===== src/rtl/z16_pkg.sv =====
// Shared Z16 constants and types used by the data-memory arbiter and its helpers.
package z16_pkg;

  localparam int unsigned DATA_W = 16;
  localparam int unsigned ADDR_W = 16;

  localparam logic PORT_CPU = 1'b0;
  localparam logic PORT_DBG = 1'b1;

  typedef enum logic [1:0] {
    ST_IDLE   = 2'd0,
    ST_ACCESS = 2'd1,
    ST_RESP   = 2'd2
  } arb_state_e;

endpackage


===== src/rtl/z16_rr_pick2.sv =====
// Two-way winner select: round-robin on ties (PRIO_MODE=0) or fixed port-0 priority (PRIO_MODE=1).
module z16_rr_pick2 #(
  parameter int unsigned PRIO_MODE = 0
) (
  input  logic i_req0,
  input  logic i_req1,
  input  logic i_rr_ptr,
  output logic o_valid_c,
  output logic o_winner_c
);
  import z16_pkg::*;

  always_comb begin
    o_valid_c  = i_req0 | i_req1;
    o_winner_c = PORT_CPU;
    if (PRIO_MODE != 0) begin
      o_winner_c = i_req0 ? PORT_CPU : PORT_DBG;
    end else if (i_req0 && i_req1) begin
      o_winner_c = i_rr_ptr;
    end else begin
      o_winner_c = i_req1 ? PORT_DBG : PORT_CPU;
    end
  end

endmodule


===== src/rtl/z16_dmem_arbiter.sv =====
// Arbitrates the single-port Z16 data memory between the CPU port (0) and the loader/debug port (1).
// One access per IDLE -> ACCESS -> RESP pass; bad addresses are answered with err and never reach memory.
module z16_dmem_arbiter #(
  parameter int unsigned DATA_W    = z16_pkg::DATA_W,
  parameter int unsigned ADDR_W    = z16_pkg::ADDR_W,
  parameter int unsigned MEM_BYTES = 1024,
  parameter int unsigned PRIO_MODE = 0
) (
  input  logic              i_clk,
  input  logic              i_rst,
  input  logic              i_p0_req,
  input  logic [ADDR_W-1:0] i_p0_addr,
  input  logic              i_p0_wen,
  input  logic [DATA_W-1:0] i_p0_wdata,
  output logic              o_p0_ack,
  output logic              o_p0_err,
  output logic [DATA_W-1:0] o_p0_rdata,
  input  logic              i_p1_req,
  input  logic [ADDR_W-1:0] i_p1_addr,
  input  logic              i_p1_wen,
  input  logic [DATA_W-1:0] i_p1_wdata,
  output logic              o_p1_ack,
  output logic              o_p1_err,
  output logic [DATA_W-1:0] o_p1_rdata,
  output logic [ADDR_W-1:0] o_mem_addr,
  output logic              o_mem_wen,
  output logic [DATA_W-1:0] o_mem_wdata,
  input  logic [DATA_W-1:0] i_mem_rdata,
  output logic              o_busy
);
  import z16_pkg::*;

  localparam logic [31:0] LAST_ADDR = 32'(MEM_BYTES - 2);

  arb_state_e        state_q, state_d;
  logic              owner_q, owner_d;
  logic              rr_q, rr_d;
  logic              p0_ack_q, p0_ack_d;
  logic              p1_ack_q, p1_ack_d;
  logic              p0_err_q, p0_err_d;
  logic              p1_err_q, p1_err_d;
  logic [DATA_W-1:0] p0_rdata_q, p0_rdata_d;
  logic [DATA_W-1:0] p1_rdata_q, p1_rdata_d;
  logic [ADDR_W-1:0] mem_addr_q, mem_addr_d;
  logic              mem_wen_q, mem_wen_d;
  logic [DATA_W-1:0] mem_wdata_q, mem_wdata_d;
  logic              busy_q, busy_d;

  logic              pick_valid_c;
  logic              pick_winner_c;
  logic              win_wen_c;
  logic [ADDR_W-1:0] win_addr_c;
  logic [DATA_W-1:0] win_wdata_c;
  logic              addr_ok_c;
  logic              load_ok_c;

  function automatic logic addr_ok(input logic [ADDR_W-1:0] a);
    return (a[0] == 1'b0) && (32'(a) <= LAST_ADDR);
  endfunction

  z16_rr_pick2 #(
    .PRIO_MODE(PRIO_MODE)
  ) u_pick (
    .i_req0    (i_p0_req),
    .i_req1    (i_p1_req),
    .i_rr_ptr  (rr_q),
    .o_valid_c (pick_valid_c),
    .o_winner_c(pick_winner_c)
  );

  // Payload of the port that wins this IDLE cycle.
  always_comb begin
    win_wen_c   = i_p0_wen;
    win_addr_c  = i_p0_addr;
    win_wdata_c = i_p0_wdata;
    if (pick_winner_c == PORT_DBG) begin
      win_wen_c   = i_p1_wen;
      win_addr_c  = i_p1_addr;
      win_wdata_c = i_p1_wdata;
    end
  end

  // mem_addr_q holds the owner's address through ACCESS; a latched wen of 0 on a good address is a load.
  assign addr_ok_c = addr_ok(mem_addr_q);
  assign load_ok_c = addr_ok_c && !mem_wen_q;

  always_comb begin
    state_d     = state_q;
    owner_d     = owner_q;
    rr_d        = rr_q;
    p0_ack_d    = 1'b0;
    p1_ack_d    = 1'b0;
    p0_err_d    = 1'b0;
    p1_err_d    = 1'b0;
    p0_rdata_d  = p0_rdata_q;
    p1_rdata_d  = p1_rdata_q;
    mem_addr_d  = mem_addr_q;
    mem_wen_d   = 1'b0;
    mem_wdata_d = mem_wdata_q;
    busy_d      = 1'b0;

    case (state_q)
      ST_IDLE: begin
        if (pick_valid_c) begin
          owner_d     = pick_winner_c;
          mem_addr_d  = win_addr_c;
          mem_wdata_d = win_wdata_c;
          mem_wen_d   = win_wen_c && addr_ok(win_addr_c);
          busy_d      = 1'b1;
          state_d     = ST_ACCESS;
          if ((PRIO_MODE == 0) && i_p0_req && i_p1_req) begin
            rr_d = ~pick_winner_c;
          end
        end
      end
      ST_ACCESS: begin
        busy_d  = 1'b1;
        state_d = ST_RESP;
        if (owner_q == PORT_CPU) begin
          p0_ack_d = 1'b1;
          p0_err_d = ~addr_ok_c;
          if (load_ok_c) p0_rdata_d = i_mem_rdata;
        end else begin
          p1_ack_d = 1'b1;
          p1_err_d = ~addr_ok_c;
          if (load_ok_c) p1_rdata_d = i_mem_rdata;
        end
      end
      ST_RESP: begin
        state_d = ST_IDLE;
      end
      default: begin
        state_d = ST_IDLE;
      end
    endcase
  end

  always_ff @(posedge i_clk) begin
    if (i_rst) begin
      state_q     <= ST_IDLE;
      owner_q     <= PORT_CPU;
      rr_q        <= PORT_CPU;
      p0_ack_q    <= 1'b0;
      p1_ack_q    <= 1'b0;
      p0_err_q    <= 1'b0;
      p1_err_q    <= 1'b0;
      p0_rdata_q  <= '0;
      p1_rdata_q  <= '0;
      mem_addr_q  <= '0;
      mem_wen_q   <= 1'b0;
      mem_wdata_q <= '0;
      busy_q      <= 1'b0;
    end else begin
      state_q     <= state_d;
      owner_q     <= owner_d;
      rr_q        <= rr_d;
      p0_ack_q    <= p0_ack_d;
      p1_ack_q    <= p1_ack_d;
      p0_err_q    <= p0_err_d;
      p1_err_q    <= p1_err_d;
      p0_rdata_q  <= p0_rdata_d;
      p1_rdata_q  <= p1_rdata_d;
      mem_addr_q  <= mem_addr_d;
      mem_wen_q   <= mem_wen_d;
      mem_wdata_q <= mem_wdata_d;
      busy_q      <= busy_d;
    end
  end

  assign o_p0_ack    = p0_ack_q;
  assign o_p1_ack    = p1_ack_q;
  assign o_p0_err    = p0_err_q;
  assign o_p1_err    = p1_err_q;
  assign o_p0_rdata  = p0_rdata_q;
  assign o_p1_rdata  = p1_rdata_q;
  assign o_mem_addr  = mem_addr_q;
  assign o_mem_wdata = mem_wdata_q;
  assign o_busy      = busy_q;
  // Reset in ACCESS must suppress the write that would land on the same edge.
  assign o_mem_wen   = mem_wen_q & ~i_rst;

endmodule

===== config.mk =====
export PLATFORM = sky130hd
export DESIGN_NAME = z16_dmem_arbiter
export DESIGN_NICKNAME = d
export VERILOG_FILES = /design/src/rtl/z16_pkg.sv /design/src/rtl/z16_rr_pick2.sv /design/src/rtl/z16_dmem_arbiter.sv
export SDC_FILE = /design/constraint.sdc
export NUM_CORES = 1
export LEC_CHECK = 0
export ABC_AREA = 1
export CORE_MARGIN = 1.5
export CORE_UTILIZATION = 40
export CTS_CLUSTER_DIAMETER = 80
export DETAILED_ROUTE_END_ITERATION = 8
export PLACE_DENSITY = 0.79
export SETUP_SLACK_MARGIN = 0.3
export SLEW_MARGIN = 5
export SYNTH_ARGS = -nofsm -noshare
export SYNTH_HDL_FRONTEND = slang
export SYNTH_SLANG_ARGS = --single-unit
export TNS_END_PERCENT = 30

===== constraint.sdc =====
create_clock -name i_clk -period 1.48 [get_ports i_clk]
set_input_delay 0.296 -clock i_clk [delete_from_list [all_inputs] [get_ports i_clk]]
set_output_delay 0.296 -clock i_clk [all_outputs]
set_load 0.1 [all_outputs]

==> results.md <==
- Fin nets: 728
- Fmax achieved: 674 MHz
- CTS tree: done
- Critical Path RT: 1710 ps
- Yosys warnings: 0
- Synth unique cells: 21
- Total of max-cap violations: 0
- Initial antenna violation count: 0
- Sink Count: 74
- Worst-path maximum fanout: 16
- Final Cycle Share: 100%
- Syn nets: 545
- Slew headroom: 77.0%
- GR Util All Layers: 25.6%
- Register area share after synthesis: 47.3%
- Die area: 8360 sq um
- Synthesis-stage register bit count: 74
- Grt ovf: 0
- H-tree depth: 3
- Final design utilization: 86.0%
- CTS max path bufs: 2
- Vias in the first global route: 3704
- CTS root buf: clkbuf_8
- Arrival time worst endpoint: 1720 ps
- R2R setup slack: -3 ps
- Max Clock Skew: 8.92 ps
- CTS buffer count: 9
- Worst Hold Class: input port to flip-flop
- Die Height: 91.5 um
- Synth Cell Area: 3130 sq um
- Setup TNS: -3.42 ps
- Post-Syn Area per Cell: 6.82 sq um
- Area Growth Syn to Fin: 110%
- Drt drc: 0
- Io pins: 156
- Sequential share of power: 34.8%
- Fin. Hold Viols: 0
- Wire per inst: 19.2 um
- Core area: 7650 sq um
- Fin crit period: 1480 ps
- Worst skew pair latency: 340 ps
- Failing checks: setup timing
- Hold depth: 3
- ANT nets after route: 0
- Setup Viol. Count Final: 1
- Critical path capture point type: flip-flop
- Internal cell power: 4.04 mW
- Via count: 4042
- Layout fillers: 356
- Vias/cell: 5.40
- Launch point of the worst reg-to-reg path: o_mem_addr[10]$_SDFFE_PP0P_
- Net Sw Power: 2.61 mW
- Post-Syn Instances: 459
- Critical Path Source: o_mem_addr[10]$_SDFFE_PP0P_
- R2R cell count: 7
- Diode count: 0
- Router iterations before antenna repair: 5
- Worst-margin pin slew: 341 ps
- Initial DRC Count: 285
- Largest net degree at the start of global routing: 33
- Status: finished with violations
- RR Endpoint: o_p0_rdata[14]$_SDFFE_PP0P_
- Net Sw Frac: 39.3%
- Initial Util: 40.9%
- Power per cell area: 1010 nW/um^2
- DPL Wire Length: 7160 um
- Most frequent cells in the layout: nand2_1, clkdlybuf4s50_1, buf_12, nor2_1, dfxtp_1
- GPL Wtd Cong: 0.874
- Hold_sp: i_p1_addr[1]
- Detailed Route WL: 14300 um
- PortBufs: 155
- Die width: 91.5 um
- LEAKAGE: 2.91 nW
- Slew Viols, Final: 0
- End of the critical path: o_p0_rdata[14]$_SDFFE_PP0P_
- Clock power share: 22.4%
- Worst-path clk slew: 80 ps
- Unrepaired setup endpoints after global routing: true
- Kind of critical path: flip-flop to flip-flop
- Share of layout cells above drive strength 1: 32.7%
- Final Total Pwr: 6.65 mW
- Core Rows: 32
- Commonest non-fill, non-tap cell in the layout: nand2_1
- Setup ws final: -3.42 ps
- Global-route wire length before repair: 16900 um
- Comb pwr share: 42.8%
- CP startpoint kind: flip-flop
- Peak VDD IR: 645 uV
-- timing repair --
item | in CTS | in global routing
gates resized for setup | 30 | 86
gates cloned | 6 | 7
pin swaps | 4 | 24
buffers inserted | 7 | 7
hold buffers | 0 | 0
endpoints found under the setup margin | 136 | 135
-- state kept, by name (all words and copies together) (netlist names) --
signal,cells
rr_q,1
owner_q,1
o_p0_rdata,16
o_p1_ack,1
o_p1_rdata,16
o_busy,1
o_p1_err,1
o_p0_ack,1
o_mem_addr,16
o_p0_err,1
state_q,2
mem_wen_q,1
o_mem_wdata,16
-- through the flow --
stage / area [sq um] / setup slack (ps) / hold slack (ps) / cells
floorplan: 3230 / 135 / 431 / 459
global placement: 5650 / -175 / 465 / 706
detailed placement: 5650 / -266 / 494 / 706
CTS: 6090 / 156 / 506 / 734
global route: 6580 / -80.8 / 522 / 748
finish: 6580 / -3.42 / 515 / 748
-- power groups by stage --
stage / combinational [mW] / sequential, mW / clock, mW
3_5_place_dp: 2.36 / 2.34 / 0
3_3_place_gp: 2.32 / 2.34 / 0
6_report: 2.85 / 2.31 / 1.49
2_1_floorplan: 0.418 / 3.25 / 0
5_1_grt: 2.92 / 2.32 / 1.56
4_1_cts: 2.54 / 2.30 / 1.48
-- cell usage after synthesis, drive strengths merged --
library cell	count	area, sq um
nor3	2	10.0
nor2	87	329
buf	17	95.1
nand3b	2	15.0
nand3	9	55.1
a21boi	1	18.8
nand4	1	6.26
a21oi	5	25.0
dfxtp	74	1480
nor4	2	12.5
a31oi	25	156
nand2	141	532
inv	51	191
o211ai	1	7.51
clkbuf	9	33.8
o21ai	32	160
-- routing by layer --
metal / track usage (%) / wire, um
met1: 25.8 / 4970
met2: 47.6 / 7490
met3: 8.88 / 1250
met4: 10.4 / 631
met5: 0 / 0
-- worst min path at each step --
| stage | to | slack [ps] |
|---|---|---|
| after floorplan | o_p0_rdata[0]$_SDFFE_PP0P_ | 430 |
| after global placement | rr_q$_SDFFE_PP0P_ | 460 |
| after detailed placement | state_q[1]$_SDFFE_PP0P_ | 490 |
| after CTS | o_mem_addr[4]$_SDFFE_PP0P_ | 510 |
| after global routing | o_mem_addr[1]$_SDFFE_PP0P_ | 520 |
| final | o_mem_addr[1]$_SDFFE_PP0P_ | 520 |
-- worst max-delay path, stage by stage, from the launching register on --
cell,delay [ps]
dfxtp_4,370
nor2_4,110
nand2_2,80
nor2_4,200
nand3_4,160
clkbuf_16,210
nor2_1,140
nor2_1,70
-- area by class of cell --
cell class	instances	area (sq um)	share of cell area, %
clock buffer	13	170	2.59
clock inverter	2	10.0	0.152
inverter	51	196	2.99
multi-input combinational	308	1640	24.9
sequential	74	1520	23.1
tap	102	128	1.94
timing repair buffer	198	2910	44.3
-- logic make-up after synthesis --
family          count (synthesis)  synth area share (%)
simple gates                  244                  30.7
buf+inv                        77                  10.2
flops                          74                  47.3
compound gates                 64                  11.8
Power figures use the tool's default switching activity.
